[src/rtl/decode_pipe.sv]
// Buffered Hack-style instruction decoder: DEPTH-entry FIFO feeding a registered decode stage.
// Latency 2 edges from push to out_valid; in_ready depends only on occupancy, and outputs hold while out_valid & !out_ready.
module decode_pipe #(
  parameter int W      = 16,
  parameter int DEPTH  = 4,
  parameter int STRICT = 1
) (
  input  logic                         clk,
  input  logic                         reset,
  input  logic                         flush,
  input  logic                         in_valid,
  output logic                         in_ready,
  input  logic [W-1:0]                 in_instr,
  output logic                         out_valid,
  input  logic                         out_ready,
  output logic [W-1:0]                 out_instr,
  output logic                         loadRegA,
  output logic                         loadRegD,
  output logic                         writeM,
  output logic                         selA,
  output logic                         selM,
  output logic                         memread,
  output logic [5:0]                   alu_ctl,
  output logic [2:0]                   jmp,
  output logic                         illegal,
  output logic [$clog2(DEPTH+1)-1:0]   fifo_count,
  output logic [7:0]                   illegal_cnt
);

  localparam int AW = $clog2(DEPTH);
  localparam int CW = $clog2(DEPTH + 1);
  localparam logic [CW-1:0] FULL = CW'(DEPTH);

  logic [W-1:0]  mem [DEPTH];
  logic [AW-1:0] wr_ptr;
  logic [AW-1:0] rd_ptr;
  logic          push;
  logic          pop;
  logic [W-1:0]  head;

  assign in_ready = (fifo_count < FULL);
  assign push     = in_valid & in_ready;
  assign pop      = (fifo_count != '0) & (~out_valid | out_ready);
  assign head     = mem[rd_ptr];

  always_ff @(posedge clk) begin
    if (push && !flush) begin
      mem[wr_ptr] <= in_instr;
    end
  end

  // Power-of-two DEPTH lets the pointers wrap by natural overflow.
  always_ff @(posedge clk or posedge reset) begin
    if (reset) begin
      wr_ptr     <= '0;
      rd_ptr     <= '0;
      fifo_count <= '0;
    end else if (flush) begin
      wr_ptr     <= '0;
      rd_ptr     <= '0;
      fifo_count <= '0;
    end else begin
      if (push) wr_ptr <= wr_ptr + AW'(1);
      if (pop)  rd_ptr <= rd_ptr + AW'(1);
      case ({push, pop})
        2'b10:   fifo_count <= fifo_count + CW'(1);
        2'b01:   fifo_count <= fifo_count - CW'(1);
        default: fifo_count <= fifo_count;
      endcase
    end
  end

  function automatic logic legal_comp(input logic a, input logic [5:0] c);
    case ({a, c})
      7'b0_101010, 7'b0_111111, 7'b0_111010, 7'b0_001100, 7'b0_110000,
      7'b0_001101, 7'b0_110001, 7'b0_001111, 7'b0_110011, 7'b0_011111,
      7'b0_110111, 7'b0_001110, 7'b0_110010, 7'b0_000010, 7'b0_010011,
      7'b0_000111, 7'b0_000000, 7'b0_010101,
      7'b1_110000, 7'b1_110001, 7'b1_110011, 7'b1_110111, 7'b1_110010,
      7'b1_000010, 7'b1_010011, 7'b1_000111, 7'b1_000000, 7'b1_010101:
        legal_comp = 1'b1;
      default: legal_comp = 1'b0;
    endcase
  endfunction

  logic       d_lra, d_lrd, d_wm, d_sela, d_selm, d_mrd, d_ill, c_legal;
  logic [5:0] d_alu;
  logic [2:0] d_jmp;

  always_comb begin
    d_lra   = 1'b0;
    d_lrd   = 1'b0;
    d_wm    = 1'b0;
    d_sela  = 1'b0;
    d_selm  = 1'b0;
    d_mrd   = 1'b0;
    d_ill   = 1'b0;
    d_alu   = '0;
    d_jmp   = '0;
    c_legal = legal_comp(head[12], head[11:6]) &
              ((head[14:13] == 2'b11) | (STRICT == 0));
    if (!head[15]) begin
      d_lra = 1'b1;
    end else begin
      d_sela = 1'b1;
      d_mrd  = head[12];
      d_selm = head[12];
      if (c_legal) begin
        d_lra = head[5];
        d_lrd = head[4];
        d_wm  = head[3];
        d_alu = head[11:6];
        d_jmp = head[2:0];
      end else begin
        d_ill = 1'b1;
      end
    end
  end

  always_ff @(posedge clk or posedge reset) begin
    if (reset) begin
      out_valid <= 1'b0;
      out_instr <= '0;
      loadRegA  <= 1'b0;
      loadRegD  <= 1'b0;
      writeM    <= 1'b0;
      selA      <= 1'b0;
      selM      <= 1'b0;
      memread   <= 1'b0;
      alu_ctl   <= '0;
      jmp       <= '0;
      illegal   <= 1'b0;
    end else if (flush) begin
      out_valid <= 1'b0;
    end else if (pop) begin
      out_valid <= 1'b1;
      out_instr <= head;
      loadRegA  <= d_lra;
      loadRegD  <= d_lrd;
      writeM    <= d_wm;
      selA      <= d_sela;
      selM      <= d_selm;
      memread   <= d_mrd;
      alu_ctl   <= d_alu;
      jmp       <= d_jmp;
      illegal   <= d_ill;
    end else if (out_ready) begin
      out_valid <= 1'b0;
    end
  end

  // A word handshaken on a flush edge was still delivered, so it is counted.
  always_ff @(posedge clk or posedge reset) begin
    if (reset) begin
      illegal_cnt <= '0;
    end else if (out_valid && out_ready && illegal && (illegal_cnt != 8'hFF)) begin
      illegal_cnt <= illegal_cnt + 8'd1;
    end
  end

endmodule

[config.mk]
export PLATFORM = sky130hd
export DESIGN_NAME = decode_pipe
export DESIGN_NICKNAME = d
export VERILOG_FILES = /design/src/rtl/decode_pipe.sv
export SDC_FILE = /design/constraint.sdc
export NUM_CORES = 1
export LEC_CHECK = 0
export ABC_AREA = 1
export CAP_MARGIN = 20
export CORE_MARGIN = 2
export CORE_UTILIZATION = 54
export CTS_CLUSTER_SIZE = 10
export DETAILED_ROUTE_END_ITERATION = 12
export PLACE_DENSITY = 0.79
export SYNTH_ARGS = -nofsm -noshare
export SYNTH_HDL_FRONTEND = slang
export SYNTH_SLANG_ARGS = --single-unit
[constraint.sdc]
create_clock -name clk -period 2.5 [get_ports clk]
set_clock_uncertainty 0.2 [all_clocks]
set_input_delay 0.5 -clock clk [delete_from_list [all_inputs] [get_ports clk]]
set_output_delay 0.5 -clock clk [all_outputs]
set_load 0.1 [all_outputs]
==> results.md <==
* Number of buffers created by CTS at 9
* Warnings, synthesis at 0
* Number of nets in the synthesized netlist at 485
* Cell repeated most along the worst path: sky130_fd_sc_hd__nand2_1
* Number of resized instances in the post-cts repair step at 0
* Maximum root-to-sink buffer count at 2
* Status: completed
* Measured slew at the worst slew-check pin at 0.543 ns
* I/O pin total at 66
* Type of the setup path with the least slack: flip-flop to flip-flop
* Detailed router's first-iteration violation count at 168
* Fraction of synthesis flops using an asynchronous set or reset pin at 0.418
* Gpl congestion at about 0.9
* Count of pins over their slew limit at 0
* CP Data Arrival Time at 2.40 ns
* Max-capacitance violation count at 0
* Most common cell in the synthesized netlist: sky130_fd_sc_hd__nand2_1
* Synthesized area per cell at 10.4 µm²
* Flop and latch count out of synthesis at 110
* Number of nets with antenna violations after detailed routing at 0
* Net count, final at 553
* DR vias at approximately 3400
* Worst Reg2Reg Path Length in Cells at 12
* Cell family with the largest share of critical-path delay: simple AND/OR/NAND/NOR gates
* Floorplan die width at 98.0 µm
* Biggest area consumer among synthesized cells: sky130_fd_sc_hd__edfxtp_1
* Antenna violations before repair at 0
* Synthesized cell area at approximately 4800 µm²
* Slowest stage delay, CP at 0.41 ns
* Final Hold Vio Count at 0
* Number of setup violations in the final report at 0
* Residual overflow from global routing at 0
* Max H-tree Level at 3
* Number of antenna cells inserted at 0
* Hold crit path type: primary input to asynchronous set/reset pin
* Wire length of the first global-routing pass at 15.0 mm
* CTS tree: built
* Number of buffers inserted to repair setup after CTS at 0
* Number of remaining DRC errors at 0
* Count of distinct cell types in the synthesized netlist at 32
* Worst r2r src: rd_ptr[0]$_DFFE_PP0P_
* Area occupied by multi-input gates at between 1000 and 1500 µm²
* Number of fillers in the final layout at between 600 and 700
* Prevailing post-synth register cell: sky130_fd_sc_hd__edfxtp_1
* Setup repair after global routing missed its margin: false
* Achievable Freq at roughly 430 MHz
* Synthesized instance count at 458
* Most numerous cell types in the synthesized netlist: 145 x sky130_fd_sc_hd__nand2_1, 64 x sky130_fd_sc_hd__edfxtp_1, 46 x sky130_fd_sc_hd__dfrtp_1, 33 x sky130_fd_sc_hd__inv_1, 27 x sky130_fd_sc_hd__nor2_1
* Share of Yosys cell area claimed by the top area cell type at 0.403
* Area of the core region at 8640 µm²
* Crit. path cell count at 12
* Share of post-route cells with drive strength above 1 at 0.190
* Average wire per cell in the routed design at 14.5 µm
* Via density per instance at 5.28
* CP max stage cell: sky130_fd_sc_hd__dfrtp_1
* Source-to-sink clock delay at the later pin of the worst-skew pair at 0.36 ns
* Crit. End Element: flip-flop
* Post-route minimum period at 2.32 ns
* Internal reg-to-reg setup slack at 0.18 ns
* Worst endpoint required time at approximately 2.6 ns
* Period utilisation layout at 0.928
* GR Util All Layers at 0.196
* Sum of buffers and inverters on the critical path at 2
* CTS clock-pin slew for the worst setup and hold paths at about 0.10 ns
* Area growth from synthesis to final layout at 18.3%
* Area of all sequential standard cells at 3070 µm²
* End of the worst register-to-register path: loadRegA$_DFFE_PP0P_
* DP Wirelength at ~6.3 mm
* DR pass1 iterations at 5
* EDFF count, synth at 64
* Clock Root Buffer: sky130_fd_sc_hd__clkbuf_8
* Sequential share of the synthesized area at 0.644
* Hold-fix buffers, CTS at 0
* Die Span Y at 98.0 µm
* Via count of the first global-routing pass at 3085
* Number of sinks driven by the clock tree at 110
* Launching element type of the critical path: flip-flop
* Row count at 34
* Leading cell types by total area after synthesis: sky130_fd_sc_hd__edfxtp_1 40%, sky130_fd_sc_hd__dfrtp_1 24%, sky130_fd_sc_hd__nand2_1 11%
* Total Wirelength at just over 9 mm
* Accumulated negative setup slack at 0 ns
* Die area at ~9600 µm²
* Largest net degree at the start of global routing at 47
* Starting Density at 0.552
* I/O Buffers at 65
* Worst path cell trace: buf_12 -> inv_6 -> nand2_1 -> nand2_1 -> nand2_1 -> o21ai_1 -> nand2_1 -> a21oi_2 -> nand3_2 -> nor2_4 -> nand2_1 -> a21oi_1
* Critical Path Fanout Max at 37
* Relative slew slack at 0.637
## cells in the final DEF, fill, tap and decap left out, types with 12 or more instances in the layout
cell	synthesis	final
sky130_fd_sc_hd__nand3_1	21	21
sky130_fd_sc_hd__edfxtp_1	64	64
sky130_fd_sc_hd__o21ai_0	24	24
sky130_fd_sc_hd__nand4_1	12	12
sky130_fd_sc_hd__buf_4	3	52
sky130_fd_sc_hd__nor2_1	27	23
sky130_fd_sc_hd__dfrtp_1	46	45
sky130_fd_sc_hd__inv_1	33	32
sky130_fd_sc_hd__nand2_1	145	145
sky130_fd_sc_hd__clkdlybuf4s50_1	0	20
## cell type report
cell class	count	share of cell area
clock buffer	9	0.0220
clock inverter	7	0.0129
inverter	39	0.0268
multi-input combinational	290	0.250
sequential	110	0.545
tap	108	0.0240
timing repair buffer	76	0.119
## flip-flops by register name, summed over array words and instances, names as in the netlist, 2 cells and up
register,flops
alu_ctl,6
jmp,3
out_instr,16
wr_ptr,2
fifo_count,3
illegal_cnt,8
rd_ptr,2
mem,64
## kinds of logic (layout without fill, tap and decap cells)
logic type               Yosys count  count (layout)  share of synthesized area
AO/OA/AOI/OAI                     48              48                     0.0554
XOR/XNOR                           8               8                     0.0147
adder cells (fa/ha/maj)            6               6                     0.0173
buffers and inverters             58             131                     0.0616
flip-flops                       110             110                      0.644
AND/OR/NAND/NOR                  228             228                      0.207
## per-stage QoR
| stage | cell area (µm²) | cells | setup slack [ns] | hold WS, ns | util |
|---|---|---|---|---|---|
| after floorplan | 4780 | 458 | 0.0264 | 0.292 | - |
| after detailed placement | 5440 | 623 | 0.146 | 0.271 | 0.630 |
| after CTS | 5640 | 639 | 0.188 | 0.283 | 0.653 |
| after global routing | 5640 | 639 | 0.00412 | 0.305 | 0.653 |
| final | 5640 | 639 | 0.180 | 0.282 | 0.653 |
| after global placement | 5440 | 623 | 0.193 | 0.263 | 0.630 |
## worst max-delay path by stage
stage	startpoint	end	slack, ns
6_report	rd_ptr[0]$_DFFE_PP0P_	loadRegA$_DFFE_PP0P_	0.18
5_1_grt	rd_ptr[0]$_DFFE_PP0P_	loadRegA$_DFFE_PP0P_	0.004
4_1_cts	rd_ptr[0]$_DFFE_PP0P_	loadRegA$_DFFE_PP0P_	0.19
3_5_place_dp	out_ready	memread$_DFFE_PP0P_	0.15
3_3_place_gp	out_ready	out_instr[6]$_DFFE_PP0P_	0.19
2_1_floorplan	fifo_count[2]$_DFFE_PP0P_	mem[0][0]$_DFFE_PP_	0.03
## routing by layer
| metal | wire, µm | vias up | global-route usage |
|---|---|---|---|
| met4 | 132 | 0 | 0.0726 |
| met1 | 4350 | 1612 | 0.280 |
| met5 | 0 | - | 0 |
| met2 | 4350 | 101 | 0.309 |
| met3 | 426 | 10 | 0.0286 |
| li1 | - | 1649 | - |
## worst reg2reg max path, cell delays in order, from the launching register on
cell and delay [ns]:
sky130_fd_sc_hd__dfrtp_1 0.41, sky130_fd_sc_hd__buf_12 0.17, sky130_fd_sc_hd__inv_6 0.25, sky130_fd_sc_hd__nand2_1 0.10, sky130_fd_sc_hd__nand2_1 0.06, sky130_fd_sc_hd__nand2_1 0.05
sky130_fd_sc_hd__o21ai_1 0.17, sky130_fd_sc_hd__nand2_1 0.10, sky130_fd_sc_hd__a21oi_2 0.12, sky130_fd_sc_hd__nand3_2 0.09, sky130_fd_sc_hd__nor2_4 0.24, sky130_fd_sc_hd__nand2_1 0.12
sky130_fd_sc_hd__a21oi_1 0.18
Power is left out: the tool's default activity adds up to more than one toggle a clock period on the data nets, which glitch-free logic cannot reach.
